**config.mk**
```make
export PLATFORM = sky130hd
export DESIGN_NAME = tile_board_ctrl
export DESIGN_NICKNAME = d
export VERILOG_FILES = /design/src/rtl/tile_board_ctrl.sv
export SDC_FILE = /design/constraint.sdc
export NUM_CORES = 1
export LEC_CHECK = 0
export BUFFER_PORTS_ARGS = -buffer_cell sky130_fd_sc_hd__buf_2
export CORE_MARGIN = 2
export CORE_UTILIZATION = 59
export CTS_CLUSTER_SIZE = 40
export DETAILED_ROUTE_END_ITERATION = 6
export GPL_ROUTABILITY_DRIVEN = 0
export GPL_TIMING_DRIVEN = 0
export PLACE_DENSITY = 0.92
export SETUP_SLACK_MARGIN = 0.02
export SLEW_MARGIN = 15
export SYNTH_ARGS = -nofsm -noshare
export SYNTH_HDL_FRONTEND = slang
export SYNTH_SLANG_ARGS = --single-unit
```
**constraint.sdc**
```tcl
create_clock -name CLK_50M -period 3.1 [get_ports CLK_50M]
set_input_delay 0.62 -clock CLK_50M [delete_from_list [all_inputs] [get_ports CLK_50M]]
set_output_delay 0.62 -clock CLK_50M [all_outputs]
set_load 0.05 [all_outputs]
```
**src/rtl/tile_board_ctrl.sv**
```systemverilog
// tile_board_ctrl: game-state engine for the falling-tile game.
// It owns the 4x8 tile board and debounces the four column keys and the
// start key. It scrolls the board once per step period and drops one new
// tile per step into a pseudo-random column. It also scores hits and
// detects game over.
//
// Ports:
//   CLK_50M              in   1   system clock
//   RST_N                in   1   asynchronous active-low reset
//   key_n                in   4   raw column buttons, active-low (bit c = column c)
//   start_n              in   1   raw start button, active-low
//   column_0..column_3   out  24  board columns; row r at bits [23-3r:21-3r], row 0 = top
//   score                out  8   hit count, saturating at 255
//   running              out  1   high while a game is in progress
//   game_over            out  1   high after a miss or a wrong key
module tile_board_ctrl #(
  parameter int unsigned STEP_CYCLES     = 25_000_000,
  parameter int unsigned DEBOUNCE_CYCLES = 1_000_000,
  parameter logic [2:0]  TILE_CODE       = 3'b111,
  parameter logic [15:0] LFSR_SEED       = 16'hACE1
) (
  input  logic        CLK_50M,
  input  logic        RST_N,
  input  logic [3:0]  key_n,
  input  logic        start_n,
  output logic [23:0] column_0,
  output logic [23:0] column_1,
  output logic [23:0] column_2,
  output logic [23:0] column_3,
  output logic [7:0]  score,
  output logic        running,
  output logic        game_over
);

  localparam int unsigned NCOL      = 4;
  localparam int unsigned NKEY      = 5;
  localparam int unsigned COL_W     = 24;
  localparam int unsigned CELL_W    = 3;
  localparam int unsigned SCORE_W   = 8;
  localparam int unsigned LFSR_W    = 16;
  localparam int unsigned TICK_W    = $clog2(STEP_CYCLES + 1);
  localparam int unsigned DB_W      = $clog2(DEBOUNCE_CYCLES + 1);
  localparam logic [LFSR_W-1:0] LFSR_TAPS = 16'hB400;

  typedef enum logic [1:0] {
    ST_IDLE = 2'd0,
    ST_RUN  = 2'd1,
    ST_OVER = 2'd2
  } state_t;

  // ---------------------------------------------------------------------
  // Input conditioning: bits [3:0] are the column keys, bit 4 is start.
  // ---------------------------------------------------------------------
  logic [NKEY-1:0] sync1_q, sync1_d;
  logic [NKEY-1:0] sync2_q, sync2_d;
  logic [NKEY-1:0] deb_q, deb_d;
  logic [NKEY-1:0] press_q, press_d;
  logic [DB_W-1:0] db_cnt_q [NKEY];
  logic [DB_W-1:0] db_cnt_d [NKEY];

  // Debounce: accept a new level after DEBOUNCE_CYCLES consecutive
  // differing samples; any sample matching the current level restarts the count.
  always_comb begin
    sync1_d = {start_n, key_n};
    sync2_d = sync1_q;
    deb_d   = deb_q;
    for (int k = 0; k < NKEY; k++) begin
      db_cnt_d[k] = '0;
      if (sync2_q[k] != deb_q[k]) begin
        if (db_cnt_q[k] == DB_W'(DEBOUNCE_CYCLES - 1)) begin
          deb_d[k] = sync2_q[k];
        end else begin
          db_cnt_d[k] = db_cnt_q[k] + DB_W'(1);
        end
      end
    end
    // Press events only on the released-to-pressed transition.
    press_d = deb_q & ~deb_d;
  end

  always_ff @(posedge CLK_50M or negedge RST_N) begin
    if (!RST_N) begin
      sync1_q <= '1;
      sync2_q <= '1;
      deb_q   <= '1;
      press_q <= '0;
      for (int k = 0; k < NKEY; k++) begin
        db_cnt_q[k] <= '0;
      end
    end else begin
      sync1_q <= sync1_d;
      sync2_q <= sync2_d;
      deb_q   <= deb_d;
      press_q <= press_d;
      for (int k = 0; k < NKEY; k++) begin
        db_cnt_q[k] <= db_cnt_d[k];
      end
    end
  end

  // ---------------------------------------------------------------------
  // Game state
  // ---------------------------------------------------------------------
  state_t              state_q, state_d;
  logic [COL_W-1:0]    col_q [NCOL];
  logic [COL_W-1:0]    col_d [NCOL];
  logic [SCORE_W-1:0]  score_q, score_d;
  logic [TICK_W-1:0]   tick_q, tick_d;
  logic [LFSR_W-1:0]   lfsr_q, lfsr_d;
  logic                running_q, running_d;
  logic                game_over_q, game_over_d;

  logic [NCOL-1:0]     key_ev;
  logic                start_ev;
  logic [NCOL-1:0]     row7_full;
  logic [NCOL-1:0]     hit;
  logic [NCOL-1:0]     row7_left;
  logic                wrong_key;
  logic                step;
  logic [2:0]          hit_cnt;
  logic [SCORE_W:0]    score_sum;
  logic [LFSR_W-1:0]   lfsr_next;
  logic [CELL_W-1:0]   new_cell [NCOL];

  // Per-cycle hit/miss classification and derived values.
  always_comb begin
    key_ev   = press_q[NCOL-1:0];
    start_ev = press_q[NKEY-1];
    for (int c = 0; c < NCOL; c++) begin
      row7_full[c] = |col_q[c][CELL_W-1:0];
      new_cell[c]  = (lfsr_q[1:0] == 2'(c)) ? TILE_CODE : 3'b000;
    end
    hit       = key_ev & row7_full;
    wrong_key = |(key_ev & ~row7_full);
    // Cells still occupied in row 7 once this cycle's hits are removed.
    row7_left = row7_full & ~hit;
    step      = (tick_q == TICK_W'(STEP_CYCLES - 1));
    hit_cnt   = 3'(hit[0]) + 3'(hit[1]) + 3'(hit[2]) + 3'(hit[3]);
    score_sum = {1'b0, score_q} + (SCORE_W + 1)'(hit_cnt);
    lfsr_next = {1'b0, lfsr_q[LFSR_W-1:1]} ^ (lfsr_q[0] ? LFSR_TAPS : '0);
  end

  // Next-state and board update.
  always_comb begin
    state_d = state_q;
    col_d   = col_q;
    score_d = score_q;
    tick_d  = tick_q;
    lfsr_d  = lfsr_q;

    unique case (state_q)
      ST_IDLE, ST_OVER: begin
        if (start_ev) begin
          for (int c = 0; c < NCOL; c++) begin
            col_d[c] = '0;
          end
          score_d = '0;
          tick_d  = '0;
          state_d = ST_RUN;
        end
      end

      ST_RUN: begin
        if (wrong_key) begin
          // Any key on an empty row 7 voids the whole set of presses.
          state_d = ST_OVER;
        end else begin
          for (int c = 0; c < NCOL; c++) begin
            if (hit[c]) begin
              col_d[c][CELL_W-1:0] = 3'b000;
            end
          end
          score_d = score_sum[SCORE_W] ? '1 : score_sum[SCORE_W-1:0];
          tick_d  = step ? '0 : tick_q + TICK_W'(1);
          if (step) begin
            if (|row7_left) begin
              state_d = ST_OVER;
            end else begin
              // Row 7 is known empty here, so the shift drops nothing.
              for (int c = 0; c < NCOL; c++) begin
                col_d[c] = {new_cell[c], col_q[c][COL_W-1:CELL_W]};
              end
              lfsr_d = lfsr_next;
            end
          end
        end
      end

      default: begin
        state_d = ST_IDLE;
      end
    endcase

    running_d   = (state_d == ST_RUN);
    game_over_d = (state_d == ST_OVER);
  end

  always_ff @(posedge CLK_50M or negedge RST_N) begin
    if (!RST_N) begin
      state_q     <= ST_IDLE;
      score_q     <= '0;
      tick_q      <= '0;
      lfsr_q      <= LFSR_SEED;
      running_q   <= 1'b0;
      game_over_q <= 1'b0;
      for (int c = 0; c < NCOL; c++) begin
        col_q[c] <= '0;
      end
    end else begin
      state_q     <= state_d;
      score_q     <= score_d;
      tick_q      <= tick_d;
      lfsr_q      <= lfsr_d;
      running_q   <= running_d;
      game_over_q <= game_over_d;
      for (int c = 0; c < NCOL; c++) begin
        col_q[c] <= col_d[c];
      end
    end
  end

  assign column_0  = col_q[0];
  assign column_1  = col_q[1];
  assign column_2  = col_q[2];
  assign column_3  = col_q[3];
  assign score     = score_q;
  assign running   = running_q;
  assign game_over = game_over_q;

endmodule

```
-- Word-level counts from Yosys, hierarchy flattened
Cells that the tools add are included.
- add/subtract/negate cells: 10
- equal/unequal tests: 22
- muxes and demuxes: 47
- bitwise operators: 10
- reductions and logical operators: 13
- operators with widths (kind ; number):
    2-to-1 mux 96 bit ; 4
    2-to-1 mux 20 bit ; 10
    one-hot mux 96 bit (2 select lines) ; 1
    adder 20 x 1 -> 20 bit, second input constant ; 5
    equality test 20 bit, second input constant ; 5
    2-to-1 mux 25 bit ; 3
    one-hot mux 25 bit (2 select lines) ; 1
    adder 25 x 1 -> 25 bit, second input constant ; 1
    equality test 25 bit, second input constant ; 1
    2-to-1 mux 3 bit ; 8
    2-to-1 mux 8 bit ; 3
    2-to-1 mux 16 bit ; 1
    one-hot mux 8 bit (2 select lines) ; 1
    bitwise XOR 15 x 16 -> 16 bit ; 1
    AND 4 bit ; 3
    OR reduction 3 bit ; 4
    2-to-1 mux 1 bit ; 10
    adder 8 x 3 -> 9 bit ; 1
    equality test 2 bit, second input constant ; 4
    2-to-1 mux 2 bit ; 4
    inequality test 2 bit, second input constant ; 4
    NOT 4 bit ; 2
    OR reduction 4 bit ; 2
    equality test 2 x 1 -> 1 bit, second input constant ; 3
    other kinds (14) ; 20
- bits in registers: 269
- input bits: 7
- output and inout bits: 106
- logic and storage cells: 125

-- Logic depth before layout (Yosys ltp)
Gate-level depths: netlist of the first run.
- depth after elaboration: 10
- mapped depth: 13
- mapped depth without buffers: 13

-- Worst setup path after synthesis of the first run
Ideal clock, no wire load.
- path type: register to register
- from: register col_q, in the netlist column_0[2]
- to: register score_q[0] (netlist: score[0])
- setup time: 0.065 ns
- arrival: 3.005 ns
- data required time: 3.035 ns
- setup slack: 0.030 ns
- stages on the path, launching flop included: 13
- buffers on the path: 0
- clock period less this slack: 3.070 ns
- cells stage by stage: dfrtp_1 -> or3_1 -> nand2_1 -> xnor2_1 -> ha_1 -> inv_1 -> fa_1 -> inv_1 -> fa_1 -> nand4_1 -> or2_2 -> a211oi_1 -> a21o_1
- cells in the longest elaborated chain, start to end: 9
- elaborated cells between the ends (all ways): 14
- classes of those cells: 4 x add/sub; 1 x eq/ne; 3 x mux; 3 x bitwise; 3 x reduce/logical
- RTL lines (what ; line ; text):
    start: declaration ; 105 ; logic [COL_W-1:0] col_q [NCOL];
    start signal: indexed assignment ; 217 ; col_q[c] <= col_d[c];
    OR reduction 3 bit * ; 130 ; row7_full[c] = |col_q[c][CELL_W-1:0];
    AND 4 bit ; 133 ; hit = key_ev & row7_full;
    adder 1 x 1 -> 2 bit ; 138 ; hit_cnt = 3'(hit[0]) + 3'(hit[1]) + 3'(hit[2]) + 3'(hit[3]);
    adder 2 x 1 -> 3 bit ; 138 ;
    adder 3 x 1 -> 3 bit ; 138 ;
    adder 8 x 3 -> 9 bit ; 139 ; score_sum = {1'b0, score_q} + (SCORE_W + 1)'(hit_cnt);
    2-to-1 mux 8 bit ; 173 ; score_d = score_sum[SCORE_W] ? '1 : score_sum[SCORE_W-1:0];
    2-to-1 mux 8 bit ; 164 ; if (wrong_key) begin
    one-hot mux 8 bit (2 select lines) ; 151 ; unique case (state_q)
    end signal: assignment ; 211 ; score_q <= score_d;
    end: declaration ; 107 ; logic [SCORE_W-1:0] score_q, score_d;
Every way passes the cells marked *; elsewhere a longest branch is shown, timed or not. The select of a mux whose other input is x is not followed.
A chain may end at the register's enable or synchronous reset.

-- Final worst setup path of the first run
- from: register press_q[2]
- to: register col_q, in the netlist column_0[17]
- cells in the longest elaborated chain, start to end: 6
- elaborated cells between the ends (all ways): 9
- classes of those cells: 2 x eq/ne; 4 x bitwise; 3 x reduce/logical
- RTL lines (what ; line ; text):
    start: declaration ; 57 ; logic [NKEY-1:0] press_q, press_d;
    start signal: assignment ; 94 ; press_q <= press_d;
    AND 4 bit ; 133 ;
    NOT 4 bit ; 136 ; row7_left = row7_full & ~hit;
    AND 4 bit ; 136 ;
    OR reduction 4 bit ; 176 ; if (|row7_left) begin
    inequality test 2 bit (no line) ; - ;
    AND reduction 5 bit (no line) * ; - ;
Every way passes the cells marked *; elsewhere a longest branch is shown, timed or not.

==> impl_metrics.csv, run 1 <==
group,metric,value,unit
drt,wl_per_cell,18.1,um
synthesis,synth_sequential_area_ratio,0.528,
run,timing.max_cap.violations,0,
synthesis,yosys_warnings,0,
floorplan,die_w,135,um
cells_and_area,area_growth,16.8,%
grt,grt_pass1_wl,40300,um
timing,whs,0.0477,ns
clock_tree,cts_tree,"built",
cells_and_area,fill_cells,1068,
power,peakVddDrop,0.000354,V
synthesis,async_flop_share,1.00,
drt,viasPerCell,6.05,
floorplan,core_area,16700,um2
critical_path,crit_slowest_cell,"nor4_1",
timing,fin_crit_sh,0.990,
synthesis,syn_avg_cell_area,10.3,um2
synthesis,ys_types,57,
clock_tree,cts_buffers,22,
synthesis,syn_area,10100,um2
timing,setup_viol,0,
grt,track_usage,0.272,
synthesis,ys_ff_latch,213,
drt,vias,8220,
grt,grt_pass1_vias,8154,
cells_and_area,antenna_cells,0,
placed_design,dp_hpwl,15300,um
drt,drt_iter0_markers,850,
critical_path,path_cells,"nor4b_1, nor4_1, nand2_1, o21ai_0, nand2_1, buf_2, a22o_1",
timing,finalMaxSlewViolations,0,
timing,relSlewSlack,0.449,
drt,firstDrtPassIters,6,
power,p_leak,0.00555,uW
critical_path,cpMostUsedCell,"nand2_1",
synthesis,synth_nets,999,
critical_path,cp.arrival,3.45,ns
clock_tree,cts_max_path_buffers,3,
critical_path,start_kind,"flop",
floorplan,ios,113,
critical_path,critPathMaxFanout,10,
synthesis,ys.flop_type,"dfrtp_1",
critical_path,worstSetupPathType,"flop to flop",
drt,routed_wl,24700,um
grt,overflow,0,
power,power.density,483,nW/um2
timing,fin_skew,0.0143,ns
timing,tightest_slew,0.820,ns
critical_path,slowest_delay,0.63,ns
status,status,"complete, no violations",
grt,antenna_found_initial,0,
clock_tree,clock_sinks,213,
cells_and_area,drive_gt1_frac,0.239,
clock_tree,clk_pin_slew_worst_paths,0.06,ns
floorplan,die_height,135,um
clock_tree,clockRootBuffer,"clkbuf_16",
clock_tree,insertion_delay,0.50,ns
floorplan,dieArea,18300,um2
placed_design,io_buffer_count,112,
critical_path,cp.required,3.48,ns
clock_tree,cts_hold_buf,0,
timing,min_period,3.07,ns
grt,grt_max_degree,77,
floorplan,row_count,47,
cells_and_area,final_nets,1140,
worst_hold_path,hp-class,"primary input to async pin",
synthesis,syn_inst,982,
clock_tree,htree_levels,1,
timing,hold_viol,0,
synthesis,synth_edf_count,0,
cells_and_area,fin_util,0.709,
critical_path,end_kind,"flop",
drt,route.detailed.drc,0,
timing,fmaxAchievable,0.326,GHz
floorplan,initial_utilization,0.607,
drt,final_antenna_net_count,0,
-- through the flow --
stage	setup TNS [ns]	setup slack, ns	area (um2)	total power (uW)	cells
after global routing	-0.176	-0.0325	11800	5890	1359
final	0	0.0302	11800	5720	1359
after CTS	0	0.0588	11800	5750	1357
after detailed placement	0	0.0215	11000	3010	1316
after global placement	-393.98	-1.99	11000	2990	1314
after floorplan	0	0.0298	10100	2920	982
-- cells in the mapped netlist, types with 23 or more instances --
master,n,area (um2)
a21oi_1,24,120
o21ai_0,46,230
nand4_1,28,175
xor2_1,43,377
nand3_1,53,265
dfstp_2,23,604
nand2_1,65,244
a22o_1,38,333
nor2_1,123,462
buf_4,57,428
xnor2_1,48,420
dfrtp_1,190,4750
-- kinds of logic (layout without fill, tap and decap cells) --
family / count (synthesis) / count (layout) / share of synthesized area
xor gates and xnor gates: 91 / 91 / 0.0786
adders and majority gates: 10 / 10 / 0.0138
AOI/OAI and AO/OA: 148 / 148 / 0.0973
DFF: 213 / 213 / 0.528
muxes: 18 / 18 / 0.0197
and+or+nand+nor: 393 / 393 / 0.198
buffers and inverters: 109 / 266 / 0.0639
-- report_power, final --
part / total, uW / internal [uW] / switching [uW]
sequential: 2830 / 2810 / 22.0
combinational: 128 / 33.1 / 94.6
clock: 2760 / 1670 / 1090
total: 5720 / 4510 / 1200
-- layout by cell type, fill, tap and decap left out, types with 3 or more instances in the layout --
master,synthesis,layout
a21oi_1,24,24
nor4b_1,10,10
nand2_1,65,65
nor3_1,21,21
nor3b_1,6,6
nand2b_1,11,11
a21oi_2,3,3
a22o_1,38,38
and2_1,8,8
nor2b_1,6,6
a31oi_1,14,14
ha_1,8,8
nor4_1,11,11
and3_1,17,17
nand4b_1,4,4
nand4_1,28,28
or3_1,10,9
xor2_1,43,43
buf_4,57,60
buf_1,3,3
clkbuf_8,0,6
dfrtp_1,190,190
and4_1,5,5
clkinvlp_4,0,3
nor2_1,123,123
o31ai_1,4,4
a41oi_1,3,3
mux2_2,16,16
o21ai_0,46,46
clkbuf_16,0,23
a32o_1,3,3
dfstp_2,23,23
buf_2,8,119
nand3_1,53,53
inv_1,18,17
clkbuf_1,21,25
xnor2_1,48,48
-- repair_timing --
| item | CTS | global route |
|---|---|---|
| resized for setup | 0 | 4 |
| pin swaps | 1 | 0 |
| endpoints found under the hold margin | 0 | 0 |
| setup endpoints to repair | 4 | 6 |
| setup buffers | 1 | 2 |
-- flip-flops by register name, indices dropped and copies added (netlist names), 8 cells and up --
register,cells
db_cnt_q,100
tick_q,25
lfsr_q,16
column_0,10
column_1,10
column_2,10
column_3,10
score,8
-- metal layers --
metal  up-vias  wire [um]  share of wire  track usage
met5         -          0              0            0
met4         0        746          0.030       0.0972
met3        68       2040          0.083       0.0503
met2       466      12100           0.49        0.454
met1      4012       9750           0.40        0.359
li1       3674          -              -            -
-- final cells by class --
type	count	area, um2	share of cell area
clock inverter	7	92.6	0.00782
multi-input combinational	660	4150	0.350
buffer	91	581	0.0490
sequential	213	5360	0.453
tap	220	275	0.0232
inverter	18	67.6	0.00571
clock buffer	33	673	0.0568
timing repair buffer	117	648	0.0547
-- worst paths after layout --
path,depth (start not counted),to,startpoint,slack (ns)
worst max register to register,7,column_0[17],press_q[2],0.03
worst min register to register,0,sync2_q[0],sync1_q[0],0.36
min in group CLK_50M,1,sync1_q[0],key_n[0],0.21
worst max-delay path,7,column_0[17],press_q[2],0.03
max in group asynchronous,2,deb_q[1],RST_N,2.27
worst min-delay path,1,db_cnt_q[89],RST_N,0.05
-- critical path, delay by kind of cell (launching register included) --
kind	cells	cell delay, ns
AND/OR/NAND/NOR	4	1.60
buffers and inverters	1	0.32
AO/OA/AOI/OAI	2	0.57
flip-flops	1	0.44
Power figures use the tool's default switching activity.
==> inputs of run 2 (changes only) <==
--- a/config.mk
+++ b/config.mk
@@ -5,14 +5,15 @@
 export SDC_FILE = /design/constraint.sdc
 export NUM_CORES = 1
 export LEC_CHECK = 0
+export ABC_AREA = 1
 export BUFFER_PORTS_ARGS = -buffer_cell sky130_fd_sc_hd__buf_2
 export CORE_MARGIN = 2
-export CORE_UTILIZATION = 59
+export CORE_UTILIZATION = 60
 export CTS_CLUSTER_SIZE = 40
 export DETAILED_ROUTE_END_ITERATION = 6
 export GPL_ROUTABILITY_DRIVEN = 0
 export GPL_TIMING_DRIVEN = 0
-export PLACE_DENSITY = 0.92
+export PLACE_DENSITY = 0.93
 export SETUP_SLACK_MARGIN = 0.02
 export SLEW_MARGIN = 15
 export SYNTH_ARGS = -nofsm -noshare
==> run 2 against run 1 <==
Setup slack gained 0.15 ns. Die area grew 12%. The flow now finishes with violations (design-rule violations). Critical path type unchanged. Register-to-register slack gained 0.15 ns. Design area grew 14%. Synthesized cell count grew 56%. Clock power grew 13%. Cell count grew 44%. Critical path depth grew 11. Clock skew is essentially flat. Area after synthesis grew 14%.
==> impl_metrics.csv, run 2 <==
group,metric,value,unit
timing,relSlewSlack,0.605,
drt,final_antenna_net_count,0,
drt,routed_wl,27500,um
floorplan,core_area,18800,um2
drt,wl_per_cell,14.1,um
synthesis,synth_edf_count,0,
synthesis,ys_types,40,
drt,firstDrtPassIters,7,
grt,grt_pass1_vias,9990,
drt,route.detailed.drc,1,
synthesis,ys.flop_type,"dfrtp_1",
grt,grt_pass1_wl,46000,um
clock_tree,insertion_delay,0.52,ns
cells_and_area,fill_cells,1292,
synthesis,ys_ff_latch,213,
power,power.density,451,nW/um2
floorplan,dieArea,20500,um2
critical_path,worstSetupPathType,"flop to flop",
worst_hold_path,hp-class,"primary input to async pin",
cells_and_area,area_growth,15.9,%
clock_tree,cts_buffers,22,
critical_path,cp.required,3.54,ns
clock_tree,cts_hold_buf,0,
timing,setup_ws,0.183,ns
drt,vias,10390,
clock_tree,cts_max_path_buffers,3,
timing,whs,0.00799,ns
cells_and_area,top_register,"db_cnt_q",
timing,setup_tns,0,ns
critical_path,critPathMaxFanout,4,
drt,drt_iter0_markers,864,
critical_path,critPathBufInv,5,
floorplan,die_height,143,um
timing,setup_viol,0,
grt,grt_max_degree,99,
grt,overflow,0,
critical_path,end_kind,"flop",
critical_path,critPathTopFamily,"simple AND/OR/NAND/NOR gates",
synthesis,syn_avg_cell_area,7.55,um2
synthesis,synth_top_area_share,0.410,
cells_and_area,antenna_cells,0,
timing,min_period,2.92,ns
critical_path,cp.arrival,3.36,ns
clock_tree,clk_pin_slew_worst_paths,0.07,ns
synthesis,synth_area_leaders,"dfrtp_1 (41%), nand2_1 (14%), nor2_1 (8.2%)",
cells_and_area,mostFrequentLayoutCells,"nand2_1 (421), nor2_1 (250), dfrtp_1 (190), inv_1 (174), buf_2 (124)",
grt,track_usage,0.274,
timing,fmaxAchievable,0.343,GHz
timing,finalMaxSlewViolations,0,
timing,fin_crit_sh,0.941,
power,p_leak,0.00675,uW
cells_and_area,layout_commonest_cell,"nand2_1",
placed_design,dp_hpwl,18900,um
critical_path,slowest_delay,0.43,ns
critical_path,start_kind,"flop",
synthesis,async_flop_share,1.00,
timing,rsz0062_at_grt,"no",
status,violations,"design-rule violations",
cells_and_area,seq_area,5360,um2
drt,viasPerCell,5.32,
synthesis,synth_sequential_area_ratio,0.462,
clock_tree,clockRootBuffer,"clkbuf_16",
synthesis,syn_inst,1536,
timing,hold_viol,0,
cells_and_area,final_nets,1694,
cells_and_area,reg_top3,"db_cnt_q (100), tick_q (25), lfsr_q (16)",
critical_path,crit_slowest_cell,"dfrtp_1",
timing,fin_skew,0.0145,ns
synthesis,synth_top_area_cell,"dfrtp_1",
synthesis,syn_area,11600,um2
synthesis,synth_nets,1553,
cells_and_area,drive_gt1_frac,0.177,
critical_path,path_cells,"nor2_2, nand2_2, nand2_2, xor2_1, inv_1, ha_1, inv_1, fa_1, inv_2, fa_2, nand3_1, nor2_2, inv_1, nor2_2, inv_1, nand3_1, a21oi_1, nor2_1",
placed_design,io_buffer_count,112,
floorplan,ios,113,
grt,antenna_found_initial,0,
grt,use_met3,0.0466,
clock_tree,cts_tree,"built",
power,peakVddDrop,0.000392,V
placed_design,pre_cts_slack,0.0996,ns
synthesis,synth_commonest_cells,"nand2_1 (423), nor2_1 (253), dfrtp_1 (190), inv_1 (175), nand3_1 (98)",
run,timing.max_cap.violations,0,
floorplan,die_w,143,um
critical_path,cpMostUsedCell,"inv_1",
floorplan,initial_utilization,0.616,
grt,use_met2,0.481,
status,status,"complete, but fails checks",
grt,busiest_layer,"met2",
synthesis,yosysMostFrequentCell,"nand2_1",
clock_tree,clock_sinks,213,
grt,grtUsageMet1,0.342,
synthesis,yosys_warnings,0,
clock_tree,htree_levels,1,
cells_and_area,multiInputGateArea,4980,um2
floorplan,row_count,50,
cells_and_area,largest_register_ff_count,100,
timing,tightest_slew,0.590,ns
[run 2: changes by cell type in the layout (fill, tap and decap cells not counted), moves of 12 or more]
cell      change
nand2_1     +356
mux2_2       -16
a21oi_1      +15
nor3_1       +23
inv_1       +157
xnor2_1      -36
o21ai_1      +12
nand3_1      +45
clkbuf_1     -18
nor2_1      +127
a22o_1       -38
nor2_2       +15
and3_1       -14
[run 2: worst register-to-register path, cell delays in order (launching register included)]
cell	delay, ns
dfrtp_1	0.43
nor2_2	0.15
nand2_2	0.09
nand2_2	0.10
xor2_1	0.15
inv_1	0.06
ha_1	0.27
inv_1	0.05
fa_1	0.38
inv_2	0.09
fa_2	0.23
nand3_1	0.12
nor2_2	0.18
inv_1	0.08
nor2_2	0.11
inv_1	0.09
nand3_1	0.08
a21oi_1	0.07
nor2_1	0.12
[run 2: worst paths after layout]
path / start / to / slack (ns) / cells past startpoint
min in group CLK_50M: key_n[3] / sync1_q[3] / 0.20 / 1
max in group asynchronous: RST_N / sync1_q[2] / 2.26 / 2
max: column_0[0] / score[2] / 0.18 / 18
min: RST_N / column_0[8] / 0.008 / 1
min reg2reg: sync1_q[0] / sync2_q[0] / 0.36 / 0
max reg2reg: column_0[0] / score[2] / 0.18 / 18
[run 2: power breakdown]
| part | internal [uW] | switching [uW] | leakage [uW] |
|---|---|---|---|
| clock | 2000 | 1110 | 0.000416 |
| sequential | 2810 | 15.2 | 0.00288 |
| combinational | 34.1 | 98.7 | 0.00345 |
[run 2: per-stage QoR]
stage	util	cells	total power, uW	instance area (um2)
2_1_floorplan	-	1536	2920	11600
3_3_place_gp	0.663	1908	2990	12500
3_5_place_dp	0.667	1910	3010	12600
4_1_cts	0.713	1950	6090	13400
5_1_grt	0.714	1953	6240	13500
6_report	0.714	1953	6070	13500
[run 2: timing repair]
action / in CTS / in global routing
endpoints found under the setup margin: 1 / 5
resized for setup: 1 / 6
pin swaps: 0 / 3
setup buffers: 0 / 3
gates cloned: 0 / 0
endpoints found under the hold margin: 0 / 0
[run 2: kinds of logic (layout without fill, tap and decap cells)]
family / Yosys count / count (layout) / share of synthesized area
and+or+nand+nor: 897 / 897 / 0.330
buffers and inverters: 263 / 420 / 0.110
DFF: 213 / 213 / 0.462
AOI/OAI and AO/OA: 95 / 95 / 0.0421
xor gates and xnor gates: 57 / 57 / 0.0430
adders and majority gates: 10 / 10 / 0.0121
muxes: 1 / 1 / 0.000863
[run 2: metal layers]
metal	vias to the layer above	routed length, um
met5	-	0
met4	0	877
met3	88	1980
met2	450	13600
met1	4813	11000
li1	5039	-
[run 2: area by class of cell]
cell class / count / area share
plain buffers: 83 / 0.0450
clock buffers: 33 / 0.0500
clock inverters: 7 / 0.0140
inverters: 180 / 0.0502
multi-input cells: 1060 / 0.370
flip-flops and latches: 213 / 0.398
well taps: 260 / 0.0242
repair buffers: 117 / 0.0482
==> inputs of run 3 (changes only) <==
--- a/config.mk
+++ b/config.mk
@@ -14,8 +14,10 @@
 export GPL_ROUTABILITY_DRIVEN = 0
 export GPL_TIMING_DRIVEN = 0
 export PLACE_DENSITY = 0.93
+export REMOVE_ABC_BUFFERS = 1
 export SETUP_SLACK_MARGIN = 0.02
 export SLEW_MARGIN = 15
 export SYNTH_ARGS = -nofsm -noshare
 export SYNTH_HDL_FRONTEND = slang
 export SYNTH_SLANG_ARGS = --single-unit
+export TNS_END_PERCENT = 1
==> constraint.sdc (replaced) <==
create_clock -name CLK_50M -period 3.1 [get_ports CLK_50M]
set_input_delay 0.775 -clock CLK_50M [delete_from_list [all_inputs] [get_ports CLK_50M]]
set_output_delay 0.775 -clock CLK_50M [all_outputs]
set_load 0.05 [all_outputs]
==> run 3 against run 2 <==
The run still ends with design-rule violations left. Total power decreased by 5.3%. Global-route usage decreased by 2.3 points. Combinational power decreased by 4%. Clock power decreased by 10%. Non-clock buffer count decreased by 84. Design area decreased by 5.2%. Core utilization decreased by 3.7 points. Clock skew decreased by 0.0044 ns. Die area unchanged. Sequential share of layout area increased by 2.2 points. Setup slack improved by 0.030 ns. Register-to-register slack improved by 0.03 ns. Critical path type unchanged. Largest power group is now registers.
==> impl_metrics.csv, run 3 (synthesized netlist as in run 2, its figures left out) <==
group,metric,value,unit
drt,route.detailed.drc,1,
drt,wl_met2,12400,um
power,p_total,5740,uW
cells_and_area,top_register,"db_cnt_q",
timing,fin_skew,0.0101,ns
cells_and_area,largest_register_ff_count,100,
cells_and_area,mostFrequentLayoutCells,"nand2_1 (422), nor2_1 (249), dfrtp_1 (190), inv_1 (174), buf_2 (111)",
cells_and_area,layout_commonest_cell,"nand2_1",
critical_path,worstSetupPathType,"flop to flop",
critical_path,cp.required,3.53,ns
clock_tree,insertion_delay,0.51,ns
drt,wl_per_cell,13.6,um
timing,setup_ws,0.213,ns
drt,wl_met1,10400,um
critical_path,critPathMaxFanout,4,
floorplan,row_count,50,
cells_and_area,final_cells,1870,
cells_and_area,area_growth,9.93,%
critical_path,start_kind,"flop",
grt,track_usage,0.252,
worst_hold_path,hp-class,"primary input to async pin",
drt,routed_wl,25400,um
placed_design,dp.cells,1827,
timing,fmaxAchievable,0.346,GHz
timing,tightest_slew,0.899,ns
timing,relSlewSlack,0.398,
clock_tree,htree_levels,1,
clock_tree,clockRootBuffer,"clkbuf_16",
placed_design,dp_hpwl,17400,um
clock_tree,clock_sinks,213,
clock_tree,cts_tree,"built",
placed_design,pre_cts_slack,0.0683,ns
critical_path,r2r_start,"column_0[0]",
run,timing.max_cap.violations,0,
floorplan,initial_utilization,0.616,
drt,final_antenna_net_count,0,
floorplan,core_area,18800,um2
critical_path,startpoint,"column_0[0]",
placed_design,io_buffer_count,112,
critical_path,cp.arrival,3.32,ns
status,violations,"design-rule violations",
grt,grt_pass1_wl,42600,um
status,status,"complete, but fails checks",
floorplan,die_height,143,um
power,peakVddDrop,0.000427,V
grt,grt_max_degree,108,
critical_path,reg2reg_to,"score[2]",
drt,wl_met3,1810,um
cells_and_area,fin_util,0.677,
drt,highest_layer,"met4",
clock_tree,cts_max_path_buffers,3,
floorplan,dieArea,20500,um2
cells_and_area,final_nets,1611,
power,p_leak,0.00627,uW
cells_and_area,reg_top3,"db_cnt_q (100), tick_q (25), lfsr_q (16)",
grt,overflow,0,
cells_and_area,antenna_cells,0,
drt,drt_iter0_markers,790,
grt,grt_pass1_vias,9379,
grt,antenna_found_initial,0,
power,power.density,450,nW/um2
timing,finalMaxSlewViolations,0,
clock_tree,clk_pin_slew_worst_paths,0.06,ns
drt,viasPerCell,5.39,
critical_path,end_kind,"flop",
timing,setup_tns,0,ns
clock_tree,cts_hold_buf,0,
floorplan,die_w,143,um
timing,setup_viol,0,
critical_path,rr_worst_depth,18,
drt,firstDrtPassIters,7,
floorplan,ios,113,
timing,hold_viol,0,
timing,min_period,2.89,ns
timing,fin_crit_sh,0.931,
cells_and_area,drive_gt1_frac,0.135,
timing,rsz0062_at_grt,"no",
critical_path,r2r_slack,0.21,ns
drt,vias,10070,
clock_tree,cts_buffers,23,
run 3: per-stage QoR:
stage                     hold slack (ns)  instance area [um2]
final                              0.0596                12800
after global routing               0.0477                12800
after CTS                          0.0442                12700
after detailed placement            0.347                12000
after global placement              0.346                11900
after floorplan                     0.345                11000
run 3: how the worst max path moves through the flow:
stage	to	slack, ns
finish	score[2]	0.21
global route	score[5]	0.03
CTS	score[6]	0.02
detailed placement	score[6]	0.07
global placement	db_cnt_q[33]	-2.28
floorplan	score[2]	0.11
run 3: critical path, stage by stage, from the launching register on:
cell and delay [ns]:
dfrtp_1 0.42, nor2_2 0.14, nand2_1 0.09, nand2_2 0.09, xor2_1 0.17, inv_1 0.08, ha_1 0.27, inv_1 0.04
fa_1 0.36, inv_1 0.10, fa_2 0.22, nand3_1 0.12, nor2_2 0.19, inv_1 0.08, nor2_2 0.11, inv_2 0.07
nand3_1 0.07, a21oi_1 0.07, nor2_1 0.12
run 3: metal layers:
metal / vias to the layer above / track usage
met1: 4757 / 0.321
li1: 4867 / -
met5: - / 0
met3: 72 / 0.0500
met2: 374 / 0.423
met4: 0 / 0.101
run 3: layout make-up:
type                    instances  area (um2)
well taps                     260         325
clock buffers                  33         643
fillers                      1405        6070
flip-flops and latches        213        5360
clock inverters                 8         124
repair buffers                116         641
inverters                     180         676
multi-input cells            1060        4990
run 3: power by group:
| group | switching [uW] | internal [uW] |
|---|---|---|
| registers | 15.5 | 2810 |
| clock network | 1100 | 1690 |
| logic | 95.5 | 32.5 |
run 3: repair_timing:
action,CTS,global route
buffers inserted,0,2
gates resized for setup,0,7
endpoints found under the setup margin,0,36
